`config.mk`:
```
export PLATFORM = sky130hd
export DESIGN_NAME = rseq_ctrl
export DESIGN_NICKNAME = d
export VERILOG_FILES = /design/src/rtl/rseq_ctrl.sv
export SDC_FILE = /design/constraint.sdc
export NUM_CORES = 1
export LEC_CHECK = 0
export ABC_CLOCK_PERIOD_IN_PS = 3200
export BUFFER_PORTS_ARGS = -buffer_cell sky130_fd_sc_hd__clkbuf_2
export CAP_MARGIN = 10
export CORE_MARGIN = 5
export CORE_UTILIZATION = 50
export DETAILED_ROUTE_END_ITERATION = 10
export PLACE_DENSITY = 0.8
export SLEW_MARGIN = 40
export SYNTH_ARGS = -nofsm -noshare
export SYNTH_HDL_FRONTEND = slang
export SYNTH_SLANG_ARGS = --single-unit
```
`constraint.sdc`:
```
create_clock -name clk -period 3.2 [get_ports clk]
set_input_delay 0.64 -clock clk [delete_from_list [all_inputs] [get_ports clk]]
set_output_delay 0.64 -clock clk [all_outputs]
set_load 0.03 [all_outputs]
```
`src/rtl/rseq_ctrl.sv`:
```
// Two-requester sign-magnitude remainder unit: round-robin grant, repeated-subtraction
// remainder, and a registered result held until the consumer takes it.
module rseq_ctrl #(
  parameter int MAG_W = 2
) (
  input  logic             clk,
  input  logic             rst_n,
  input  logic             req0_valid,
  output logic             req0_ready,
  input  logic [MAG_W:0]   req0_a,
  input  logic [MAG_W:0]   req0_b,
  input  logic             req1_valid,
  output logic             req1_ready,
  input  logic [MAG_W:0]   req1_a,
  input  logic [MAG_W:0]   req1_b,
  output logic             res_valid,
  input  logic             res_ready,
  output logic [MAG_W+1:0] res,
  output logic             res_id,
  output logic             zer_f,
  output logic             neg_f,
  output logic             dz_f,
  output logic             busy
);

  // state | meaning
  // IDLE  | waiting for a request, one ready offered to the granted requester
  // CALC  | subtracting |b| from the remainder until it drops below |b|
  // DONE  | result presented, held until res_ready
  typedef enum logic [1:0] {IDLE = 2'd0, CALC = 2'd1, DONE = 2'd2} state_t;

  state_t             r_state;
  state_t             w_nxt;
  logic               r_last;
  logic               r_a_sign;
  logic [MAG_W-1:0]   r_b_mag;
  logic [MAG_W-1:0]   r_rem;
  logic               r_id;
  logic [MAG_W+1:0]   r_res;
  logic               r_zer;
  logic               r_neg;
  logic               r_dz;
  logic               r_res_valid;
  logic               r_busy;
  logic               w_idle;
  logic               w_gnt1;
  logic               w_acc0;
  logic               w_acc1;
  logic               w_sign;
  logic               w_unused_bsign;

  // r_last holds the requester granted most recently; reset value 1 lets req0 win first
  assign w_idle     = (r_state == IDLE);
  assign w_gnt1     = req1_valid & (~req0_valid | ~r_last);
  assign req0_ready = rst_n & w_idle & req0_valid & ~w_gnt1;
  assign req1_ready = rst_n & w_idle & w_gnt1;
  assign w_acc0     = req0_valid & req0_ready;
  assign w_acc1     = req1_valid & req1_ready;
  assign w_sign     = r_a_sign & (r_rem != '0);

  // divisor sign plays no part in a remainder
  assign w_unused_bsign = req0_b[MAG_W] ^ req1_b[MAG_W];

  always_comb begin
    w_nxt = r_state;
    case (r_state)
      IDLE: if (w_acc0 | w_acc1) w_nxt = CALC;
      CALC: if ((r_b_mag == '0) || (r_rem < r_b_mag)) w_nxt = DONE;
      DONE: if (res_ready) w_nxt = IDLE;
      default: w_nxt = IDLE;
    endcase
  end

  always_ff @(posedge clk or negedge rst_n) begin
    if (!rst_n) begin
      r_state <= IDLE;
    end else begin
      r_state <= w_nxt;
    end
  end

  always_ff @(posedge clk or negedge rst_n) begin
    if (!rst_n) begin
      r_last      <= 1'b1;
      r_a_sign    <= 1'b0;
      r_b_mag     <= '0;
      r_rem       <= '0;
      r_id        <= 1'b0;
      r_res       <= '0;
      r_zer       <= 1'b0;
      r_neg       <= 1'b0;
      r_dz        <= 1'b0;
      r_res_valid <= 1'b0;
      r_busy      <= 1'b0;
    end else begin
      r_res_valid <= (w_nxt == DONE);
      r_busy      <= (w_nxt != IDLE);
      if (w_idle && w_acc0) begin
        r_last   <= 1'b0;
        r_id     <= 1'b0;
        r_a_sign <= req0_a[MAG_W];
        r_rem    <= req0_a[MAG_W-1:0];
        r_b_mag  <= req0_b[MAG_W-1:0];
      end else if (w_idle && w_acc1) begin
        r_last   <= 1'b1;
        r_id     <= 1'b1;
        r_a_sign <= req1_a[MAG_W];
        r_rem    <= req1_a[MAG_W-1:0];
        r_b_mag  <= req1_b[MAG_W-1:0];
      end else if (r_state == CALC) begin
        if (r_b_mag == '0) begin
          r_res <= '0;
          r_zer <= 1'b0;
          r_neg <= 1'b0;
          r_dz  <= 1'b1;
        end else if (r_rem >= r_b_mag) begin
          r_rem <= r_rem - r_b_mag;
        end else begin
          r_res <= {w_sign, 1'b0, r_rem};
          r_zer <= (r_rem == '0);
          r_neg <= w_sign;
          r_dz  <= 1'b0;
        end
      end
    end
  end

  assign res_valid = r_res_valid;
  assign res       = r_res;
  assign res_id    = r_id;
  assign zer_f     = r_zer;
  assign neg_f     = r_neg;
  assign dz_f      = r_dz;
  assign busy      = r_busy;

endmodule
```
==> metrics.md, run 1 <==
| Metric | Value |
|---|---|
| Status | `complete, no violations` |
| Synth Area per Inst | `approximately 11 µm²` |
| Final nets | `~130` |
| Synthesized netlist cell count | `78` |
| MaxCap Viol Count | `0` |
| Routed len/inst | `13.3 µm` |
| Placed cell areas | `983 µm²` |
| Yosys cell types | `35` |
| Post-synth EDFFs | `0` |
| RSZ-0062 raised after global routing | `no` |
| I/O pin count | `29` |
| Share of cells above drive strength 1 | `38.1%` |
| Crit-path max cell delay | `0.48 ns` |
| Kind of critical path | `reg2out` |
| TritonRoute pass-1 iters | `4` |
| Row count | `15` |
| Synthesized Nets | `98` |
| Top cells by area, synth | `dfrtp_1, inv_1, a222oi_1` |
| Via density | `5.51` |
| GP Congestion | `0.884` |
| Clk sink count | `16` |
| Register area | `402 µm²` |
| Die Ht | `51.4 µm` |
| Layout Skew | `between 0.0004 and 0.0005 ns` |
| Multi-input logic area | `around 390 µm²` |
| Top-count cell post-synth | `dfrtp_1` |
| Cell taking the most area after synthesis | `dfrtp_1` |
| DPL Wire Length | `~1.3 mm` |
| Crit-path leading delay family | `simple AND/OR/NAND/NOR gates` |
| Num CTS Buffers | `3` |
| FF-to-FF End | `r_rem[0]` |
| Placed insts | `approximately 120` |
| Reg power frac | `36.2%` |
| Clock Path Buffers | `2` |
| WP buf/inv | `2` |
| Fill count | `144` |
| Clock network power share | `12.8%` |
| Ys flop type | `dfrtp_1` |
| Sw Ratio | `44.0%` |
| Switching Power | `0.000449 W` |
| Core area | `1670 µm²` |
| Pleak | `0.544 nW` |
| Slowest CP cell | `dfrtp_1` |
| Critical path capture point type | `output port` |
| Postcts setup bufs | `0` |
| Max Slew Vio Count | `0` |
| Final setup violation count | `0` |
| Largest net degree at the start of global routing | `18` |
| CP cell instances | `nor3b_4 > nand3_2 > inv_2 > clkbuf_2` |
| Final hold violations | `0` |
| CTS clk-pin slew, worst paths | `0.09 ns` |
| DRT iter0 DRCs | `5` |
| Worst EP arrival | `between 1.5 and 2 ns` |
| Clk Latency, worst-skew pair | `0.28 ns` |
| Critical Path RT | `2.56 ns` |
| P&R area growth vs syn | `19.2%` |
| CTS tree | `yes` |
| Total gr overflow | `0` |
| Async SR Flop Fraction | `100%` |
| Yosys top cell area share | `between 40% and 50%` |
| FF-to-FF setup slack | `1.31 ns` |
| HP Class | `in2async` |
| Htree depth | `1` |
| Buffers on Ports | `25` |
| Final Cell Area | `roughly 1000 µm²` |
| Worst r2r path cells | `7` |
| Routed Antenna Nets | `0` |
| P per Cell Area | `1000 nW/µm²` |
| Reg-to-Reg Start | `r_rem[0]` |
| GRT Util Overall | `14.0%` |
| Sequential share of the synthesized area | `a little under half` |
| Post-Syn Area | `roughly 860 µm²` |
| Die area | `2640 µm²` |
| Post-CTS Resized | `0` |
| Startpoint Class | `flip-flop` |
| Initial Utilization | `~51%` |
| Post-layout util | `61.0%` |
| Gate power share | `between 50 and 60%` |
| Fin crit period | `2.27 ns` |
| Post-CTS Hold Fix Bufs | `0` |
| Number of global-route vias before repair | `668` |
| Initial antenna violation count | `0` |
| First-pass GRT wire length | `approximately 2.8 mm` |
| Peak Freq | `440 MHz` |
| Commonest cells post-synth | `dfrtp_1, inv_1, nor2_1` |
| Die W | `51.4 µm` |
| Fin crit share | `71.0%` |
| Finished Layout Cells | `122` |
| DR DRC count | `0` |
| Int Pwr | `0.000572 W` |
| Worst vdd ir | `0.467 mV` |
| Clk root buf | `clkbuf_4` |
| Vias | `672` |
| Yosys warns | `0` |
| Total Wirelength | `about 1.6 mm` |
| CP Max Fanout | `7` |
| Final setup TNS | `0 ns` |
| ANT cells | `0` |
| FF+latch count, synth | `16` |
-- sequential cells by signal, indices dropped and copies added, names as in the netlist, 2 cells and up --
register  flops
res           3
r_state       2
r_b_mag       2
r_rem         2
-- placed cells by master (no fill, tap or decap), types with 2 or more instances in the layout --
master | Yosys | routed
a21boi_0 | 2 | 2
a21boi_1 | 2 | 2
a21o_1 | 2 | 2
a21oi_1 | 2 | 2
a222oi_1 | 3 | 3
a22o_1 | 3 | 3
clkbuf_2 | 0 | 25
clkbuf_4 | 0 | 3
dfrtp_1 | 15 | 15
ha_1 | 2 | 2
inv_1 | 10 | 10
nand2_1 | 4 | 4
nor2_1 | 5 | 5
o21ai_0 | 2 | 2
o21ai_1 | 3 | 3
-- routing by layer --
layer / share of wire (%) / track usage, % / vias up
met5: 0 / 0 / -
met4: 0 / 4.80 / 0
met3: 9.8 / 4.08 / 0
met2: 45 / 20.6 / 28
met1: 45 / 19.7 / 313
li1: - / - / 331
-- kinds of logic (layout without fill, tap and decap cells) --
| group | after synthesis | count (layout) | share of synthesized area, % |
|---|---|---|---|
| buffers and inverters | 14 | 41 | 7.89 |
| AOI/OAI and AO/OA | 27 | 27 | 26.0 |
| other | 1 | 1 | 0.438 |
| and+or+nand+nor | 17 | 17 | 13.5 |
| DFF | 16 | 16 | 46.9 |
| adders and majority gates | 3 | 3 | 5.26 |
-- worst register-to-register path, stage by stage, from the launching register on --
cell and delay [ns]:
dfrtp_1 0.41, inv_1 0.06, ha_1 0.19, fa_1 0.40, a21boi_1 0.19, o32ai_4 0.27, o21ai_1 0.11, o22a_1 0.16
-- how the worst max path moves through the flow --
stage          startpoint    endpoint  cells past startpoint  slack [ns]
2_1_floorplan       rst_n  req0_ready                      3        1.33
3_3_place_gp        rst_n  req0_ready                      5        0.98
3_5_place_dp        rst_n  req0_ready                      5        0.99
4_1_cts        r_state[0]  req0_ready                      4        0.93
5_1_grt        r_state[0]  req0_ready                      4        0.82
6_report       r_state[0]  req0_ready                      4        0.93
-- through the flow --
step	power [W]	setup slack [ns]	hold WS, ns
finish	0.00102	0.928	0.320
global placement	0.000872	0.982	0.463
detailed placement	0.000888	0.994	0.471
CTS	0.00103	0.932	0.324
global route	0.00110	0.823	0.333
floorplan	0.000768	1.33	0.344
-- final cells by class --
cell class | count | share of cell area [%]
clock buffer | 4 | 3.56
timing repair buffer | 26 | 13.0
tap | 17 | 2.09
inverter | 11 | 4.05
multi-input combinational | 48 | 37.9
sequential | 16 | 39.4
-- power groups by stage --
stage	Combinational (W)	Sequential [W]	Clock [W]
after floorplan	0.000327	0.000440	0
after global routing	0.000575	0.000384	0.000145
after CTS	0.000528	0.000370	0.000134
after detailed placement	0.000514	0.000374	0
after global placement	0.000504	0.000369	0
final	0.000521	0.000370	0.000131
Power figures use the tool's default switching activity.
==> inputs of run 2 (changes only) <==
Settings changed: ABC_CLOCK_PERIOD_IN_PS 3200 to 1950, CORE_UTILIZATION 50 to 43, PLACE_DENSITY 0.8 to 0.73.
Clock period 3.2 ns to 1.95 ns, I/O delays scaled along.
==> metrics.md, run 2 (synthesis results as in run 1) <==
| Metric | Value |
|---|---|
| Via density | `4.99` |
| Slowest CP cell | `dfrtp_2` |
| Number of global-route vias before repair | `730` |
| Placed cell areas | `996 µm²` |
| Core area | `1920 µm²` |
| Initial Utilization | `44.5%` |
| Final setup violation count | `0` |
| P&R area growth vs syn | `25.3%` |
| Die Ht | `roughly 55 µm` |
| First-pass GRT wire length | `3.05 mm` |
| Critical Path RT | `1.56 ns` |
| Fin crit period | `about 1.9 ns` |
| DRT iter0 DRCs | `14` |
| Status | `complete, no violations` |
| Initial antenna violation count | `0` |
| DPL Wire Length | `1.35 mm` |
| TritonRoute pass-1 iters | `4` |
| Final Cell Area | `1070 µm²` |
| Vias | `688` |
| Buffers on Ports | `25` |
| Kind of critical path | `reg2out` |
| MaxCap Viol Count | `0` |
| Fin crit share | `between 90% and 100%` |
| Layout Skew | `0.00486 ns` |
| WP buf/inv | `1` |
| Row count | `16` |
| Number of flip-flops in the largest register | `3` |
| Startpoint Class | `flip-flop` |
| Reg-to-Reg Start | `r_b_mag[0]` |
| Worst r2r path cells | `6` |
| Critical path capture point type | `output port` |
| Routed Antenna Nets | `0` |
| FF-to-FF setup slack | `0.11 ns` |
| Clk Latency, worst-skew pair | `0.28 ns` |
| Num CTS Buffers | `3` |
| CP Max Fanout | `8` |
| FF-to-FF End | `r_rem[0]` |
| Placed insts | `between 100 and 150` |
| Most common cell after layout, fill and taps aside | `clkbuf_2` |
| Final hold violations | `0` |
| Total gr overflow | `0` |
| Worst vdd ir | `around 0.72 mV` |
| Clk root buf | `clkbuf_4` |
| P per Cell Area | `1580 nW/µm²` |
| Most frequent cells in the layout | `clkbuf_2, dfrtp_1, inv_1, buf_4, nor2_1` |
| Worst EP arrival | `1.47 ns` |
| GRT Util Overall | `14.2%` |
| Crit-path leading delay family | `simple AND/OR/NAND/NOR gates` |
| Finished Layout Cells | `138` |
| Total Wirelength | `1.78 mm` |
| GP Congestion | `0.862` |
| Htree depth | `1` |
| Clock Path Buffers | `2` |
| Register area | `404 µm²` |
| Fill count | `204` |
| Routed len/inst | `12.9 µm` |
| Final nets | `132` |
| CTS clk-pin slew, worst paths | `0.09 ns` |
| Clk sink count | `16` |
| Peak Freq | `537 MHz` |
| Die area | `2980 µm²` |
| Largest net degree at the start of global routing | `18` |
| CP cell instances | `nor3b_4 > and2_4 > clkbuf_2` |
| Post-CTS Hold Fix Bufs | `0` |
| Crit-path max cell delay | `0.45 ns` |
| Multi-input logic area | `a little under 400 µm²` |
| RSZ-0062 raised after global routing | `yes` |
| Die W | `roughly 55 µm` |
| HP Class | `in2async` |
| DR DRC count | `0` |
| Max Slew Vio Count | `0` |
| CTS tree | `yes` |
| Pleak | `0.565 nW` |
| ANT cells | `0` |
| I/O pin count | `29` |
| Share of cells above drive strength 1 | `42.3%` |
[run 2: cell types whose count changed in the layout (fill, tap and decap cells not counted)]
cell      previous run  this run
dfrtp_1             15        13
buf_4                1         7
clkbuf_1             0         1
clkbuf_8             1         0
clkbuf_4             3         4
clkbuf_2            25        24
dfrtp_2              0         2
[run 2: layer usage]
metal	track usage [%]	wire, µm	vias up
met5	0	0	-
met4	5.81	4	0
met3	3.00	144	2
met2	23.0	832	28
met1	18.1	798	320
li1	-	-	338
[run 2: what timing repair did]
item                       CTS  global route
setup endpoints to repair    2             3
gates resized for setup      2             1
pin swaps                    2             2
buffers inserted             2             4
[run 2: worst reg2reg max path: stages, from the launching register on]
cell	delay, ns
dfrtp_1	0.41
ha_1	0.21
fa_1	0.38
a21boi_1	0.18
o32ai_4	0.28
o21ai_1	0.11
o22a_1	0.16
[run 2: worst max path at each step]
stage,startpoint,end,slack [ns],cells after the start
finish,r_state[1],req1_ready,0.09,3
global route,r_b_mag[0],r_rem[0],-0.003,6
floorplan,r_rem[0],r_rem[0],0.23,7
global placement,r_rem[0],r_rem[0],0.14,7
CTS,r_state[0],req1_ready,0.02,3
detailed placement,r_rem[0],r_rem[0],0.1,7
[run 2: layout make-up]
type / instances / share of cell area [%]
flip-flops and latches: 16 / 37.7
clock buffers: 4 / 2.45
inverters: 11 / 3.85
multi-input cells: 48 / 36.1
well taps: 27 / 3.15
repair buffers: 32 / 16.8
[run 2: stage by stage]
stage	setup WS [ns]	power, W	hold slack [ns]	setup TNS, ns	utilization, %
2_1_floorplan	0.229	0.00126	0.0944	0	-
3_3_place_gp	0.141	0.00143	0.385	0	51.8
3_5_place_dp	0.0997	0.00146	0.378	0	51.8
4_1_cts	0.0239	0.00167	0.0687	0	54.2
5_1_grt	-0.00285	0.00185	0.0798	-0.00302	55.8
6_report	0.0873	0.00169	0.0726	0	55.8
[run 2: where the power goes]
part / switching, W / internal [W]
clock: 0.0000964 / 0.0000793
sequential: 0.000115 / 0.000487
combinational: 0.000531 / 0.000385
total: 0.000742 / 0.000951
